## src/rtl/ccal_result_scheduler_if.sv

```systemverilog
// Record scheduler bus: labeling-side inputs, record stream
// and per-frame statistics.
interface ccal_result_scheduler_if #(
  parameter int CW = 16
);
  logic          Vsync;
  logic          DataOutEn;
  logic [31:0]   SumI;
  logic [15:0]   XMaxI;
  logic [15:0]   YMaxI;
  logic [15:0]   XMinI;
  logic [15:0]   YMinI;
  logic [31:0]   MinSum;
  logic          RecValid;
  logic          RecReady;
  logic [95:0]   RecData;
  logic          FrameDone;
  logic [CW-1:0] ShapeCount;
  logic [CW-1:0] FiltCount;
  logic [CW-1:0] DropCount;
  logic          FrameOverrun;

  modport master (
    output Vsync, DataOutEn, SumI,
    output XMaxI, YMaxI, XMinI, YMinI,
    output MinSum, RecReady,
    input  RecValid, RecData, FrameDone,
    input  ShapeCount, FiltCount, DropCount,
    input  FrameOverrun
  );

  modport slave (
    input  Vsync, DataOutEn, SumI,
    input  XMaxI, YMaxI, XMinI, YMinI,
    input  MinSum, RecReady,
    output RecValid, RecData, FrameDone,
    output ShapeCount, FiltCount, DropCount,
    output FrameOverrun
  );
endinterface

```

## src/rtl/ccal_result_scheduler.sv

```systemverilog
// Area-filters labeled shapes into a show-ahead FIFO and
// tracks per-frame drain completion and statistics.
module ccal_result_scheduler #(
  parameter int DEPTH = 16,
  parameter int CW    = 16
) (
  input logic clk,
  input logic rst,
  ccal_result_scheduler_if.slave bus
);
  localparam int AW = $clog2(DEPTH);

  typedef enum logic [1:0] {
    IDLE,
    COLLECT,
    FLUSH
  } state_t;

  state_t state;
  state_t stateNxt;

  logic          vsyncQ;
  logic [95:0]   mem [DEPTH];
  logic [AW-1:0] wrPtr;
  logic [AW-1:0] rdPtr;
  logic [AW:0]   count;
  logic [AW:0]   flushLeft;
  logic [AW:0]   flushNxt;
  logic [AW:0]   occAfterRd;

  logic [CW-1:0] shapeCnt;
  logic [CW-1:0] filtCnt;
  logic [CW-1:0] dropCnt;
  logic [CW-1:0] shapeBase;
  logic [CW-1:0] filtBase;
  logic [CW-1:0] dropBase;
  logic [CW-1:0] shapeNxt;
  logic [CW-1:0] filtNxt;
  logic [CW-1:0] dropNxt;
  logic [CW-1:0] pubShape;
  logic [CW-1:0] pubFilt;
  logic [CW-1:0] pubDrop;
  logic [CW-1:0] pubShapeNxt;
  logic [CW-1:0] pubFiltNxt;
  logic [CW-1:0] pubDropNxt;

  logic frameDone;
  logic doneNxt;
  logic overrun;
  logic ovrNxt;

  logic boundary;
  logic active;
  logic qual;
  logic full;
  logic empty;
  logic rd;
  logic wr;
  logic incShape;
  logic incFilt;
  logic incDrop;

  function automatic logic [CW-1:0] satInc(
    input logic [CW-1:0] v,
    input logic          inc
  );
    return (inc && v != '1) ? v + 1'b1 : v;
  endfunction

  assign boundary = bus.Vsync & ~vsyncQ;
  assign active   = state != IDLE;
  assign qual     = bus.SumI >= bus.MinSum;
  assign full     = count == (AW+1)'(DEPTH);
  assign empty    = count == '0;
  assign rd       = !empty && bus.RecReady;

  // A full FIFO drops the record even if the head leaves now.
  assign incShape = active && bus.DataOutEn
                  && qual && !full;
  assign incFilt  = active && bus.DataOutEn && !qual;
  assign incDrop  = active && bus.DataOutEn
                  && qual && full;
  assign wr       = incShape;

  assign occAfterRd = count - (AW+1)'(rd);

  always_ff @(posedge clk) begin
    if (rst) state <= IDLE;
    else     state <= stateNxt;
  end

  always_comb begin
    stateNxt    = state;
    flushNxt    = flushLeft;
    doneNxt     = 1'b0;
    ovrNxt      = overrun;
    pubShapeNxt = pubShape;
    pubFiltNxt  = pubFilt;
    pubDropNxt  = pubDrop;
    shapeBase   = shapeCnt;
    filtBase    = filtCnt;
    dropBase    = dropCnt;
    unique case (state)
      IDLE: begin
        if (boundary) stateNxt = COLLECT;
      end
      COLLECT, FLUSH: begin
        if (boundary) begin
          if (state == FLUSH) ovrNxt = 1'b1;
          pubShapeNxt = shapeCnt;
          pubFiltNxt  = filtCnt;
          pubDropNxt  = dropCnt;
          shapeBase   = '0;
          filtBase    = '0;
          dropBase    = '0;
          flushNxt    = occAfterRd;
          if (occAfterRd == '0) begin
            doneNxt  = 1'b1;
            stateNxt = COLLECT;
          end else begin
            stateNxt = FLUSH;
          end
        end else if (state == FLUSH && rd) begin
          flushNxt = flushLeft - 1'b1;
          if (flushLeft == (AW+1)'(1)) begin
            doneNxt  = 1'b1;
            stateNxt = COLLECT;
          end
        end
      end
      default: stateNxt = IDLE;
    endcase
    shapeNxt = satInc(shapeBase, incShape);
    filtNxt  = satInc(filtBase, incFilt);
    dropNxt  = satInc(dropBase, incDrop);
  end

  always_ff @(posedge clk) begin
    if (rst) begin
      vsyncQ    <= 1'b0;
      wrPtr     <= '0;
      rdPtr     <= '0;
      count     <= '0;
      flushLeft <= '0;
      shapeCnt  <= '0;
      filtCnt   <= '0;
      dropCnt   <= '0;
      pubShape  <= '0;
      pubFilt   <= '0;
      pubDrop   <= '0;
      frameDone <= 1'b0;
      overrun   <= 1'b0;
    end else begin
      vsyncQ    <= bus.Vsync;
      if (wr) wrPtr <= wrPtr + 1'b1;
      if (rd) rdPtr <= rdPtr + 1'b1;
      count     <= count + (AW+1)'(wr)
                 - (AW+1)'(rd);
      flushLeft <= flushNxt;
      shapeCnt  <= shapeNxt;
      filtCnt   <= filtNxt;
      dropCnt   <= dropNxt;
      pubShape  <= pubShapeNxt;
      pubFilt   <= pubFiltNxt;
      pubDrop   <= pubDropNxt;
      frameDone <= doneNxt;
      overrun   <= ovrNxt;
    end
  end

  always_ff @(posedge clk) begin
    if (wr) begin
      mem[wrPtr] <= {bus.SumI, bus.XMaxI,
                     bus.YMaxI, bus.XMinI,
                     bus.YMinI};
    end
  end

  assign bus.RecValid     = !empty;
  assign bus.RecData      = empty ? '0 : mem[rdPtr];
  assign bus.FrameDone    = frameDone;
  assign bus.FrameOverrun = overrun;
  assign bus.ShapeCount   = pubShape;
  assign bus.FiltCount    = pubFilt;
  assign bus.DropCount    = pubDrop;
endmodule

```

## src/flat_wrapper.sv

```systemverilog
// flat-port wrapper written by rule: the top's interface ports become plain ports
module ccal_result_scheduler_flat 
#(
  parameter int DEPTH = 16,
  parameter int CW    = 16
)
  (clk, rst, bus_Vsync, bus_DataOutEn, bus_SumI, bus_XMaxI, bus_YMaxI, bus_XMinI, bus_YMinI, bus_MinSum, bus_RecReady, bus_RecValid, bus_RecData, bus_FrameDone, bus_ShapeCount, bus_FiltCount, bus_DropCount, bus_FrameOverrun);
  ccal_result_scheduler_if #(.CW(CW)) bus_i ();
  input logic clk;
  input logic rst;
  input wire logic [$bits(bus_i.Vsync)-1:0] bus_Vsync;
  input wire logic [$bits(bus_i.DataOutEn)-1:0] bus_DataOutEn;
  input wire logic [$bits(bus_i.SumI)-1:0] bus_SumI;
  input wire logic [$bits(bus_i.XMaxI)-1:0] bus_XMaxI;
  input wire logic [$bits(bus_i.YMaxI)-1:0] bus_YMaxI;
  input wire logic [$bits(bus_i.XMinI)-1:0] bus_XMinI;
  input wire logic [$bits(bus_i.YMinI)-1:0] bus_YMinI;
  input wire logic [$bits(bus_i.MinSum)-1:0] bus_MinSum;
  input wire logic [$bits(bus_i.RecReady)-1:0] bus_RecReady;
  output wire logic [$bits(bus_i.RecValid)-1:0] bus_RecValid;
  output wire logic [$bits(bus_i.RecData)-1:0] bus_RecData;
  output wire logic [$bits(bus_i.FrameDone)-1:0] bus_FrameDone;
  output wire logic [$bits(bus_i.ShapeCount)-1:0] bus_ShapeCount;
  output wire logic [$bits(bus_i.FiltCount)-1:0] bus_FiltCount;
  output wire logic [$bits(bus_i.DropCount)-1:0] bus_DropCount;
  output wire logic [$bits(bus_i.FrameOverrun)-1:0] bus_FrameOverrun;
  assign bus_i.Vsync = bus_Vsync;
  assign bus_i.DataOutEn = bus_DataOutEn;
  assign bus_i.SumI = bus_SumI;
  assign bus_i.XMaxI = bus_XMaxI;
  assign bus_i.YMaxI = bus_YMaxI;
  assign bus_i.XMinI = bus_XMinI;
  assign bus_i.YMinI = bus_YMinI;
  assign bus_i.MinSum = bus_MinSum;
  assign bus_i.RecReady = bus_RecReady;
  assign bus_RecValid = bus_i.RecValid;
  assign bus_RecData = bus_i.RecData;
  assign bus_FrameDone = bus_i.FrameDone;
  assign bus_ShapeCount = bus_i.ShapeCount;
  assign bus_FiltCount = bus_i.FiltCount;
  assign bus_DropCount = bus_i.DropCount;
  assign bus_FrameOverrun = bus_i.FrameOverrun;
  ccal_result_scheduler #(.DEPTH(DEPTH), .CW(CW)) u_core (.clk(clk), .rst(rst), .bus(bus_i));
endmodule
```

## config.mk

```make
export PLATFORM = sky130hd
export DESIGN_NAME = ccal_result_scheduler_flat
export DESIGN_NICKNAME = d
export VERILOG_FILES = /design/src/rtl/ccal_result_scheduler_if.sv /design/src/rtl/ccal_result_scheduler.sv /design/src/flat_wrapper.sv
export SDC_FILE = /design/constraint.sdc
export NUM_CORES = 1
export LEC_CHECK = 0
export CORE_UTILIZATION = 54
export CTS_CLUSTER_DIAMETER = 60
export CTS_CLUSTER_SIZE = 10
export DETAILED_ROUTE_END_ITERATION = 6
export GPL_TIMING_DRIVEN = 0
export PLACE_DENSITY = 0.73
export SLEW_MARGIN = 20
export SYNTH_ARGS = -nofsm -noshare
export SYNTH_HDL_FRONTEND = slang
export SYNTH_SLANG_ARGS = --single-unit
```

## constraint.sdc

```tcl
create_clock -name clk -period 10.2 [get_ports clk]
set_clock_uncertainty 0.2 [all_clocks]
set_input_delay 1.02 -clock clk [delete_from_list [all_inputs] [get_ports clk]]
set_output_delay 1.02 -clock clk [all_outputs]
set_load 0.005 [all_outputs]
```

==> run_results.csv, run 1 <==
group,metric,value,unit
route,drc_errors,0,
sta,finalMaxSlewViolations,0,
cts,clock_latency,0.78,ns
route,antenna_left,0,
layout,drive_gt1_share,23.26,%
worst_setup_path,cp_max_fo,31,
place,port_buffers,279,
cts,clockBufferDepth,3,
sta,fin_tns_setup,0,ns
synth,syn_avg_cell_area,21.18,sq um
place,place_inst,5002,
worst_setup_path,rrSetupSlack,5.91,ns
cts,clockRootBuffer,"clkbuf_16",
worst_setup_path,startpoint,"bus_SumI[31]",
cts,cts_made_buffers,185,
worst_setup_path,reg2reg_from,"u_core.state[1]",
route,detail_route.wl_per_cell,30.81,um
floorplanning,dieArea,0.1211,sq mm
global_route,grt_overflow,0,
layout,fin_cells,5248,
worst_setup_path,arrival,6.27,ns
sta,finalCritPeriodShare,59.03,%
route,drt_iter0_drc,4041,
power,p_per_area,225.7,mW/mm^2
global_route,grt_pass1_vias,34280,
global_route,antenna_found_initial,14,
power,power.total,17.16,mW
synth,synth_fp_nets,3241,
route,wirelength,161700,um
floorplanning,die_h,348.0,um
global_route,grt_max_degree,37,
cts,postCtsResizedCells,0,
synth,yosys_most_used_dff,"edfxtp_1",
job,maxCapViolCount,0,
synth,ys_types,67,
cts,ctsHoldBuffers,0,
worst_setup_path,end_kind,"register",
route,vias,33070,
worst_setup_path,path_class,"input port to register",
cts,htreeDepth,4,
layout,syn2layout_area_growth,17.61,%
route,via_per_inst,6.301,
floorplanning,core_area,0.1184,sq mm
layout,seq_area,0.04859,sq mm
sta,fin_crit,6.021,ns
floorplanning,initial_core_util,54.60,%
sta,max_freq,166.1,MHz
synth,syn_area,0.06464,sq mm
power,p_leak,23.58,nW
floorplanning,die_w,348.0,um
global_route,grt_usage,27.11,%
power,vdd_drop_max,175.9,uV
sta,finalHoldViolations,0,
layout,multi_input_area,0.01530,sq mm
global_route,grt_pass1_wl,233600,um
status,outcome,"finished, final reports clean",
layout,nets,3778,
synth,ys_seq_area_share,75.17,%
sta,rsz0062_at_grt,"false",
hold_path,hp-class,"register to register",
synth,netlist_instances,3052,
synth,ys_ff_latch,1659,
cts,cts.sink_count,1659,
sta,max_slew_margin,18.75,%
floorplanning,num_rows,126,
worst_setup_path,startpoint_type,"input port",
worst_setup_path,crit_required,10.45,ns
layout,final_util,64.21,%
place,gp_congestion,0.8541,
sta,worst_pin_slew,1.219,ns
synth,ys_warn_count,0,
place,hpwl,97400,um
layout,fill_cells,7685,
route,first_pass_iters,5,
synth,ys_async_sr_fraction,0,%
sta,holdWs,0.2599,ns
hold_path,min_from,"u_core.bus.DropCount[9]",
cts,cts_setup_buffers,0,
cts,path_clk_slew,0.05,ns
sta,final-setup-viol-count,0,
floorplanning,io_pins,280,
cts,cts_tree,"built",
synth,synth-edff-count,1536,
==> synth_stat cells, types with 4 or more instances <==
cell	count	area share, %
a211oi_1	4	0.046
a21oi_1	101	0.78
a31o_2	6	0.081
and2_1	108	1.0
and3_1	22	0.21
buf_1	5	0.029
buf_2	46	0.36
clkbuf_1	101	0.59
dfxtp_1	123	3.8
edfxtp_1	1536	71
ha_1	55	1.1
inv_1	52	0.30
mux2i_1	6	0.093
mux4_2	480	17
nand2_1	148	0.86
nand2b_1	5	0.048
nand3_1	17	0.13
nand4_1	17	0.16
nor2_1	58	0.34
nor2b_1	10	0.097
nor3_1	11	0.085
nor4_1	5	0.048
o211ai_1	7	0.081
o21a_1	4	0.046
o21ai_0	23	0.18
or3_1	17	0.16
xnor2_1	14	0.19
xor2_1	10	0.14
==> cell families after synthesis <==
logic type / count (synthesis) / share of synthesized area (%)
flip-flops: 1659 / 75.17
multiplexers: 487 / 16.83
AND/OR/NAND/NOR: 442 / 3.573
buffers and inverters: 207 / 1.314
AO/OA/AOI/OAI: 177 / 1.692
adder cells (fa/ha/maj): 56 / 1.096
XOR/XNOR: 24 / 0.3252
==> layer usage <==
metal	track usage [%]	up-vias	routed length [um]	share of wire, %
li1	-	13590	-	-
met1	36.04	17430	60940	38
met2	45.23	1757	81500	50
met3	5.804	278	14670	9.1
met4	8.415	16	4507	2.8
met5	0	-	89	0.055
==> per-stage QoR <==
step	setup slack (ns)	cell area [sq um]
after floorplan	0.1832	64640
after global placement	-10.62	69430
after detailed placement	3.383	70980
after CTS	4.194	76000
after global routing	4.029	76020
final	4.179	76020
==> area by class of cell <==
type,instances,area share [%]
tap,1600,2.633
multi-input combinational,1186,20.12
clock buffer,224,6.338
antenna,6,0.01975
inverter,53,0.2617
timing repair buffer,350,5.573
sequential,1659,63.91
clock inverter,16,0.2732
buffer,154,0.8690
==> cell usage in the layout (no fill, tap or decap), types with 14 or more instances in the layout <==
cell | synthesis | layout
o21ai_0 | 23 | 23
buf_2 | 46 | 46
nand4_1 | 17 | 17
clkdlybuf4s50_1 | 0 | 279
dfxtp_1 | 123 | 123
and2_1 | 108 | 108
ha_1 | 55 | 55
clkbuf_16 | 0 | 187
nand2_1 | 148 | 148
buf_4 | 0 | 16
or3_1 | 17 | 17
mux4_2 | 480 | 480
clkbuf_1 | 101 | 131
nand3_1 | 17 | 17
buf_16 | 0 | 32
inv_1 | 52 | 52
buf_12 | 0 | 21
nor2_1 | 58 | 58
edfxtp_1 | 1536 | 1536
xnor2_1 | 14 | 14
a21oi_1 | 101 | 101
==> path summary, 6_finish.rpt <==
kind | end | cells after the start
max reg2reg | u_core.shapeCnt[1] | 15
max | u_core.mem[6][60] | 13
min | u_core.bus.DropCount[9] | 2
min reg2reg | u_core.bus.DropCount[9] | 2
==> sequential cells by signal, indices dropped and copies added (netlist names), named ones only <==
name,flops
u_core.vsyncQ,1
u_core.bus.FrameDone,1
u_core.bus.FrameOverrun,1
u_core.shapeCnt,16
u_core.dropCnt,16
u_core.rdPtr,4
u_core.count,5
u_core.bus.ShapeCount,16
u_core.flushLeft,5
u_core.bus.DropCount,16
u_core.wrPtr,4
u_core.filtCnt,16
u_core.bus.FiltCount,16
u_core.state,2
u_core.mem,1536
==> critical path, cell delays in order <==
cell	delay [ns]
clkdlybuf4s50_1	0.78
ha_1	0.53
nand4_1	0.23
nor3_1	0.72
a21oi_1	0.31
nand2_1	0.37
o21ai_2	0.17
inv_2	0.21
clkbuf_1	0.48
and3_4	0.54
buf_16	0.31
buf_12	0.25
buf_16	0.29
==> power breakdown <==
group          internal [mW]  switching (mW)  leakage [nW]
Clock                   3.28            2.48          2.45
Combinational           1.97            1.90          6.33
Sequential              7.49          0.0303          14.8
Total                   12.7            4.41          23.6
(Power assumes the default switching activity.)
==> run 2: changes to the inputs <==
--- a/config.mk
+++ b/config.mk
@@ -5,12 +5,12 @@
 export SDC_FILE = /design/constraint.sdc
 export NUM_CORES = 1
 export LEC_CHECK = 0
-export CORE_UTILIZATION = 54
+export CORE_UTILIZATION = 55
 export CTS_CLUSTER_DIAMETER = 60
 export CTS_CLUSTER_SIZE = 10
 export DETAILED_ROUTE_END_ITERATION = 6
 export GPL_TIMING_DRIVEN = 0
-export PLACE_DENSITY = 0.73
+export PLACE_DENSITY = 0.71
 export SLEW_MARGIN = 20
 export SYNTH_ARGS = -nofsm -noshare
 export SYNTH_HDL_FRONTEND = slang
==> constraint.sdc (replaced) <==
create_clock -name clk -period 5.9 [get_ports clk]
set_clock_uncertainty 0.2 [all_clocks]
set_input_delay 0.59 -clock clk [delete_from_list [all_inputs] [get_ports clk]]
set_output_delay 0.59 -clock clk [all_outputs]
set_load 0.005 [all_outputs]
==> run_results.csv, run 2 (synthesis gave the netlist of run 1 again) <==
group,metric,value,unit
status,outcome,"finished, final reports clean",
place,port_buffers,279,
layout,multi_input_area,0.01530,sq mm
layout,fin_cells,5158,
worst_setup_path,cp_cell_sequence,"clkbuf_1 -> clkbuf_1 -> clkbuf_1 -> mux4_2 -> mux4_2 -> and2_1 -> clkdlybuf4s50_1",
worst_setup_path,path_common_cell,"clkbuf_1",
sta,final-setup-viol-count,0,
cts,postCtsResizedCells,0,
route,drt_iter0_drc,3994,
cts,cts_setup_buffers,0,
route,wl_met2,81410,um
power,p_per_area,391.9,mW/mm^2
floorplanning,core_area,0.1164,sq mm
worst_setup_path,arrival,4.73,ns
route,vias,33080,
sta,finalMaxSlewViolations,0,
power,vdd_drop_max,294.5,uV
global_route,antenna_found_initial,10,
route,m1WireLength,61030,um
layout,drive_gt1_share,23.05,%
global_route,grt_usage,27.49,%
floorplanning,die_h,344.8,um
worst_setup_path,rrSetupSlack,1.45,ns
global_route,grt_pass1_wl,231300,um
sta,max_freq,181.2,MHz
layout,nets,3770,
route,antenna_left,0,
route,drc_errors,0,
cts,htreeDepth,4,
sta,finalHoldViolations,0,
layout,seq_area,0.04859,sq mm
sta,fin_crit,5.519,ns
layout,largest_reg_flops,1536,
worst_setup_path,cpPeakStageDelay,0.90,ns
layout,design_area,0.07595,sq mm
cts,cts.sink_count,1659,
floorplanning,dieArea,0.1189,sq mm
job,maxCapViolCount,0,
floorplanning,initial_core_util,55.55,%
sta,setup_slack,0.3807,ns
floorplanning,die_w,344.8,um
floorplanning,io_pins,280,
layout,syn2layout_area_growth,17.50,%
cts,clockRootBuffer,"clkbuf_16",
cts,clock_latency,0.79,ns
route,first_pass_iters,6,
place,place_inst,4918,
place,gp_congestion,0.8628,
worst_setup_path,crit_required,5.11,ns
cts,cts_tree,"built",
hold_path,hp-class,"register to register",
global_route,grt_max_degree,35,
sta,worst_pin_slew,1.194,ns
cts,path_clk_slew,0.06,ns
worst_setup_path,cp_max_fo,10,
power,p_leak,23.54,nW
worst_setup_path,slowest_stage,"clkbuf_1",
route,highest_layer,"met5",
cts,ctsHoldBuffers,0,
route,wirelength,160600,um
worst_setup_path,path_class,"register to output pin",
place,dpl_worst_slack,-0.1473,ns
global_route,grt_pass1_vias,34350,
cts,cts_made_buffers,184,
route,detail_route.wl_per_cell,31.13,um
worst_setup_path,critPathBufInv,4,
layout,layout_commonest_cell,"edfxtp_1",
place,hpwl,97760,um
worst_setup_path,end_kind,"output pin",
global_route,grt_overflow,0,
layout,layout_common_cells,"edfxtp_1, mux4_2, clkdlybuf4s50_1, clkbuf_16, nand2_1",
sta,rsz0062_at_grt,"false",
floorplanning,num_rows,125,
sta,finalCritPeriodShare,93.55,%
layout,max_flop_register,"u_core.mem",
layout,fill_cells,7457,
route,via_per_inst,6.414,
place,placed_area,0.07085,sq mm
route,met3_length,14180,um
worst_setup_path,path_delay_family,"buffers and inverters",
sta,max_slew_margin,20.39,%
cts,clockBufferDepth,3,
worst_setup_path,startpoint_type,"register",
==> run 2: cell count changes in the layout (fill, tap and decap cells not counted), moves of 2 or more <==
cell / previous run / this run
buf_12: 21 / 25
buf_4: 16 / 1
diode_2: 6 / 2
buf_16: 32 / 28
buf_8: 0 / 8
clkbuf_2: 8 / 5
clkbuf_1: 131 / 133
bufinv_16: 0 / 2
clkinv_1: 2 / 0
==> run 2: metal layers <==
layer  vias to the layer above  global-route usage [%]
met5                         -                       0
met4                        12                   7.746
met3                       271                   5.436
met2                      1758                   45.79
met1                     17450                   37.36
li1                      13590                       -
==> run 2: area by class of cell <==
| type | count | area share, % |
|---|---|---|
| sequential | 1659 | 63.97 |
| multi-input combinational | 1186 | 20.15 |
| clock buffer | 223 | 6.339 |
| timing repair buffer | 343 | 5.548 |
| tap | 1524 | 2.511 |
| buffer | 154 | 0.8649 |
| clock inverter | 14 | 0.3509 |
| inverter | 53 | 0.2619 |
| antenna | 2 | 0.006589 |
==> run 2: stage by stage <==
stage	utilization (%)	TNS, ns	power, mW	hold slack, ns
5_1_grt	65.27	0	30.74	0.2916
2_1_floorplan	-	-451.28	17.20	0.2273
3_5_place_dp	60.89	-5.838	19.97	0.2515
6_report	65.27	0	29.77	0.2665
3_3_place_gp	59.59	-8452.40	19.84	0.2521
4_1_cts	65.25	0	29.96	0.2642
==> run 2: worst paths after layout <==
path	end	from	depth (start not counted)
max reg2reg	u_core.shapeCnt[1]	u_core.state[1]	15
min	u_core.bus.DropCount[3]	u_core.bus.DropCount[3]	2
max	bus_RecData[64]	register	7
min reg2reg	u_core.bus.DropCount[3]	u_core.bus.DropCount[3]	2
==> run 2: power breakdown <==
group	switching, mW	internal (mW)
clock network	4.29	5.77
logic	3.30	3.40
registers	0.0507	13.0
total	7.64	22.1
==> run 2: worst min-delay path, stage by stage (launching register included) <==
cell and delay (ns):
dfxtp_1 0.31, nand2_1 0.05, a21oi_1 0.06
